[src/rtl/operand_stage_buffer.sv]
// Operand staging buffer: collects up to DEPTH operands and releases them on an op.
// Define OPSTAGE_PC_GATE_EN to act only once per program-counter value.
module operand_stage_buffer #(
  parameter int WIDTH   = 8,
  parameter int DEPTH   = 3,
  parameter int PC_W    = 12,
  parameter int MODE    = 0,
  parameter int CONSUME = 2
) (
  input  logic                         clk,
  input  logic                         reset,
  input  logic                         put_en,
  input  logic                         op_en,
  input  logic [WIDTH-1:0]             value,
  input  logic [PC_W-1:0]              prog_ctr,
  input  logic                         err_clr,
  output logic [DEPTH*WIDTH-1:0]       slot_data,
  output logic [DEPTH-1:0]             slot_valid,
  output logic [$clog2(DEPTH+1)-1:0]   count,
  output logic                         full,
  output logic                         empty,
  output logic                         overflow_err,
  output logic                         conflict_err
);

  localparam int CW = $clog2(DEPTH+1);

  logic [WIDTH-1:0] slot_q [DEPTH];
  logic [WIDTH-1:0] slot_n [DEPTH];
  logic [CW-1:0]    cnt_q, cnt_n, take;
  logic             ovf_q, conf_q, ovf_set, conf_set;
  logic             accept;

`ifdef OPSTAGE_PC_GATE_EN
  logic            pc_seen;
  logic [PC_W-1:0] last_pc;

  assign accept = !pc_seen || (prog_ctr != last_pc);

  always_ff @(posedge clk) begin
    if (reset) begin
      pc_seen <= 1'b0;
      last_pc <= '0;
    end else if (accept) begin
      pc_seen <= 1'b1;
      last_pc <= prog_ctr;
    end
  end
`else
  logic unused_pc;

  assign accept    = 1'b1;
  assign unused_pc = ^prog_ctr;
`endif

  assign take = (cnt_q < CW'(CONSUME)) ? cnt_q : CW'(CONSUME);

  always_comb begin
    slot_n   = slot_q;
    cnt_n    = cnt_q;
    ovf_set  = 1'b0;
    conf_set = 1'b0;
    if (accept) begin
      if (put_en && op_en) begin
        conf_set = 1'b1;
      end else if (put_en) begin
        if (cnt_q == CW'(DEPTH)) begin
          ovf_set = 1'b1;
        end else begin
          for (int i = 0; i < DEPTH; i++)
            if (CW'(i) == cnt_q) slot_n[i] = value;
          cnt_n = cnt_q + 1'b1;
        end
      end else if (op_en) begin
        if (MODE == 0) begin
          cnt_n = '0;
        end else begin
          // Shift survivors down by take; slots past the new count keep stale data
          for (int i = 0; i < DEPTH; i++)
            for (int j = 0; j < DEPTH; j++)
              if (j == i + int'(take)) slot_n[i] = slot_q[j];
          cnt_n = cnt_q - take;
        end
      end
    end
  end

  always_ff @(posedge clk) begin
    if (reset) begin
      for (int i = 0; i < DEPTH; i++) slot_q[i] <= '0;
      cnt_q  <= '0;
      ovf_q  <= 1'b0;
      conf_q <= 1'b0;
    end else begin
      slot_q <= slot_n;
      cnt_q  <= cnt_n;
      ovf_q  <= ovf_set  | (ovf_q  & ~err_clr);
      conf_q <= conf_set | (conf_q & ~err_clr);
    end
  end

  always_comb begin
    slot_data  = '0;
    slot_valid = '0;
    for (int i = 0; i < DEPTH; i++) begin
      slot_data[i*WIDTH +: WIDTH] = slot_q[i];
      slot_valid[i]               = (CW'(i) < cnt_q);
    end
  end

  assign count        = cnt_q;
  assign full         = (cnt_q == CW'(DEPTH));
  assign empty        = (cnt_q == '0);
  assign overflow_err = ovf_q;
  assign conflict_err = conf_q;

endmodule

[config.mk]
export PLATFORM = sky130hd
export DESIGN_NAME = operand_stage_buffer
export DESIGN_NICKNAME = d
export VERILOG_FILES = /design/src/rtl/operand_stage_buffer.sv
export SDC_FILE = /design/constraint.sdc
export NUM_CORES = 1
export LEC_CHECK = 0
export BUFFER_PORTS_ARGS = -buffer_cell sky130_fd_sc_hd__buf_2
export CAP_MARGIN = 20
export CORE_MARGIN = 4
export CORE_UTILIZATION = 32
export DETAILED_ROUTE_END_ITERATION = 12
export SYNTH_ARGS = -nofsm -noshare
export SYNTH_HDL_FRONTEND = slang
export SYNTH_SLANG_ARGS = --single-unit
[constraint.sdc]
create_clock -name clk -period 1.7 [get_ports clk]
set_clock_uncertainty 0.2 [all_clocks]
set_input_delay 0.085 -clock clk [delete_from_list [all_inputs] [get_ports clk]]
set_output_delay 0.085 -clock clk [all_outputs]
set_load 0.1 [all_outputs]
**After elaboration in Yosys (flattened, before gate mapping)**

Cells that the tools add are included.
Widths: inputs -> output; s select.

- Output and inout port bits: 33
- Register bits: 28
- Word-level logic and storage cells: 35
- Input port bits: 25

- Bitwise gates (word level): 7
- Muxes and demuxes: 7
- Order comparisons: 3
- Add/subtract/negate cells: 1
- Reduce and logical (&&, ||, !) cells: 7
- Eq/ne operators: 4

Operator list:

| kind | number |
|---|---|
| $reduce_and 4->1 | 3 |
| $mux 2 | 3 |
| $lt 1x2->1 const A | 2 |
| $mux 1 | 4 |
| $not 1->1 | 3 |
| $reduce_and 3->1 | 1 |
| $add 2x1->2 const B | 1 |
| $and 1x1->1 | 2 |
| $eq 1x2->1 const A | 1 |
| $eq 2x2->1 const A | 1 |
| $eq 2x2->1 const B | 1 |
| $logic_not 2->1 | 1 |
| $lt 2x2->1 const A | 1 |
| $ne 2x2->1 const B | 1 |
| $or 1x1->1 | 2 |
| $reduce_bool 2->1 | 1 |
| $logic_and 1x1->1 | 1 |

**Logic depth before layout (Yosys ltp)**

- Depth after elaboration: 5
- Depth in mapped cells: 6
- Depth with buffers taken out: 5

**Worst setup path after synthesis**

OpenSTA, ideal clock, no wires.

- Path kind: flip-flop to flip-flop
- From: register cnt_q[0], in the netlist count[0]
- To: register slot_q (netlist bit slot_data[0])
- Path slack: -1374 ps
- Required time: 1382 ps
- Setup time: 118 ps
- Arrival time: 2756 ps
- Path buffers: 1
- Clock period less this slack: 3074 ps
- Cell stages (with the launch flop): 6
- Cells stage by stage: dfxtp_1 -> ha_1 -> and4bb_1 -> buf_6 -> mux2i_1 -> nor2_1

- Longest elaborated chain between the ends: 3

RTL lines:

| item | RTL line | source |
|---|---|---|
| start: declaration | 30 | `logic [CW-1:0] cnt_q, cnt_n, take;` |
| start signal: assignment | 96 | `cnt_q <= cnt_n;` |
| $eq 2x2->1 | -- |  |
| net full | 20 | `output logic full,` |
| $not 1->1 (no source line) | -- |  |
| $reduce_and 4->1 (no source line) | -- |  |
| end signal: assignment | 95 | `slot_q <= slot_n;` |
| end: declaration | 28 | `logic [WIDTH-1:0] slot_q [DEPTH];` |

The timed path passes the listed nets, and every way through them passes these cells.
A chain may end at the register's enable or synchronous reset.

**Worst setup path after layout**

- From: register cnt_q[1], in the netlist count[1]
- To: register slot_q (netlist bit slot_data[6])

- Longest elaborated chain between the ends: 3

RTL lines:

| item | RTL line | source |
|---|---|---|
| $eq 2x2->1 | 67 | `if (cnt_q == CW'(DEPTH)) begin` |
| $not 1->1 (no source line) | -- |  |
| $reduce_and 4->1 (no source line) (*) | -- |  |

Every way passes the cells marked *; elsewhere a longest branch is shown, timed or not.

==> flow_summary.ini <==
[grt]
grt_pass1_wl_um = 4780
grt_max_degree = 37
grt_pass1_vias = 1007
grt_overflow = 0
antenna_found_initial = 0
grt_usage_pct = 12.4

[setup_path]
crit_path_end_kind = register
crit_fanout = 7
cp_num_buf_inv = 1
start_kind = register
crit_slowest_cell = dfxtp_4
cp_top_family = simple AND/OR/NAND/NOR gates
cp_cell_sequence = ha_4, and4bb_2, buf_12, mux2i_1, nor2_1
cp_data_arrival_time_ns = 1.59
crit_type = reg -> reg
critPathRequiredTime_ns = 1.65
critPathMaxStageDelay_ns = 0.39

[floorplan]
row_count = 22
fp.dieW_um = 70.0
io_pins = 58
start_util_pct = 33.3
die_h_um = 70.0
dieArea_sq_mm = 0.00490
fp.coreArea_sq_mm = 0.00369

[yosys]
synthTopCellsByArea = dfxtp_1 (46%), mux2i_1 (20%), nand2b_1 (8.1%)
post-synth-top-count-cell = dfxtp_1
ys_async_sr_fraction_pct = 0
yosysWarningCount = 0
yosys.area.top_type = dfxtp_1
synth_nets = 148
synth_edf_count = 0
synthFlopType = dfxtp_1
syn_inst = 120
synth_seq_cells = 28
syn_avg_cell_area_sq_um = 10.2
yosysSeqAreaShare_pct = 45.6
yosysTopAreaCellShare_pct = 45.6
synthTopCellsByCount = dfxtp_1 (28), mux2i_1 (24), nor2_1 (19)
synth_area_sq_mm = 0.00123
ys_types = 22

[clock_tree]
clk_pin_slew_ns = 0.09
cts-buffers-inserted = 3
clockBufferDepth = 2
clock_sinks = 28
clk_latency_ns = 0.28
cts_root_buffer = clkbuf_8
htree_levels = 1
cts_tree = done

[routing]
avgRoutedWirePerCell_um = 13.0
final_antenna_net_count = 0
firstDrtPassIters = 4
drc = 0
dr.first_iter.drc_count = 18
wl_um = 2940
vias = 1034
vias_per_cell = 4.58

[placed_design]
io_buffers = 45
gp_congestion = 0.703
place_area_sq_mm = 0.00153
dp_slack_ns = 0.0255
hpwl_um = 2050

[power_and_ir_drop]
power_leakage_nw = 0.808
powerDensity_mw_per_mm2 = 837
power_w = 0.00146
ir_drop_uv = 414

[hold_path]
hold_class = in -> reg

[sta]
hold_viol = 0
finalSetupViolCount = 0
fin_crit_sh_pct = 96.6
period_needed_ns = 1.64
worst_slack_ns = 0.0585
clock.fmax_ghz = 0.609
fin_tns_setup_ns = 0
rsz0062_at_grt = yes
whs_ns = 0.0652
finalMaxSlewViolations = 0
max_slew.worst_pin.slew_ns = 0.531
max-slew-margin-rel_pct = 64.6

[status]
status = finished, final reports clean

[cells_and_area]
drive_above_1_share_pct = 39.3
finalInstanceArea_sq_mm = 0.00175
area_delta_synth_final_pct = 42.1
n_antenna_cell = 0
nets = 207

[flow_run]
cap_violations = 0
==> layout by cell type (no fill, tap or decap), types with 2 or more instances in the layout <==
| cell | synthesis | routed |
|---|---|---|
| dfxtp_4 | 0 | 2 |
| nand2b_1 | 16 | 16 |
| a31oi_1 | 2 | 2 |
| nand3_1 | 2 | 2 |
| inv_1 | 5 | 2 |
| buf_12 | 0 | 2 |
| buf_4 | 2 | 5 |
| ha_4 | 0 | 2 |
| inv_2 | 1 | 2 |
| dlygate4sd3_1 | 0 | 11 |
| and4bb_2 | 0 | 2 |
| clkbuf_8 | 0 | 3 |
| nor2_1 | 19 | 19 |
| buf_2 | 2 | 44 |
| dfxtp_1 | 28 | 26 |
| mux2i_1 | 24 | 23 |
| o211ai_1 | 2 | 2 |
==> metrics by stage <==
step	instances	utilization, %
3_5_place_dp	206	41.4
3_3_place_gp	206	41.4
6_report	226	47.4
2_1_floorplan	120	-
5_1_grt	226	47.4
4_1_cts	221	46.2
==> final cells by class <==
type,count,area (sq um)
inverters,6,28.8
flip-flops and latches,28,568
multi-input cells,77,609
fillers,381,1940
clock buffers,4,66.3
repair buffers,63,415
well taps,48,60.1
==> where the power goes <==
group          switching (W)  total [W]  internal (W)
combinational       0.000226   0.000315     0.0000895
sequential         0.0000115   0.000682      0.000671
clock               0.000209   0.000466      0.000257
==> timing repair <==
action / CTS / global route
endpoints found under the setup margin: 0 / 15
setup buffers: 0 / 5
endpoints found under the hold margin: 28 / 0
hold buffers: 11 / 0
gates resized for setup: 0 / 4
==> cell families (layout without fill, tap and decap cells) <==
family,after synthesis,in the layout,synth area share (%)
AO/OA/AOI/OAI,7,7,3.97
adder cells (fa/ha/maj),3,3,3.05
buffers and inverters,15,73,7.22
flip-flops,28,28,45.6
multiplexers,24,24,19.5
AND/OR/NAND/NOR,43,43,20.7
==> worst paths after layout <==
check | startpoint | slack, ns | cells past startpoint | to
setup reg to reg | count[1] | 0.06 | 5 | slot_data[6]
hold / removal | reset | 0.07 | 2 | slot_data[2]
setup / recovery | count[1] | 0.06 | 5 | slot_data[6]
hold reg to reg | slot_data[11] | 0.28 | 2 | slot_data[11]
==> flip-flops by register name (all words and copies together), names as in the netlist <==
name          flops
conflict_err      1
count             2
overflow_err      1
slot_data        24
==> worst register-to-register path: stages, from the launching register on <==
cell and delay, ns:
dfxtp_4 0.39, ha_4 0.18, and4bb_2 0.35, buf_12 0.14
mux2i_1 0.19, nor2_1 0.06
==> layer usage <==
| layer | vias to the layer above | track usage [%] | part of all wire [%] |
|---|---|---|---|
| met2 | 27 | 19.7 | 49 |
| met1 | 482 | 14.7 | 42 |
| met5 | - | 0 | 0 |
| met4 | 0 | 9.15 | 5.0 |
| li1 | 514 | - | - |
| met3 | 11 | 2.30 | 4.2 |
Power figures use the tool's default switching activity.
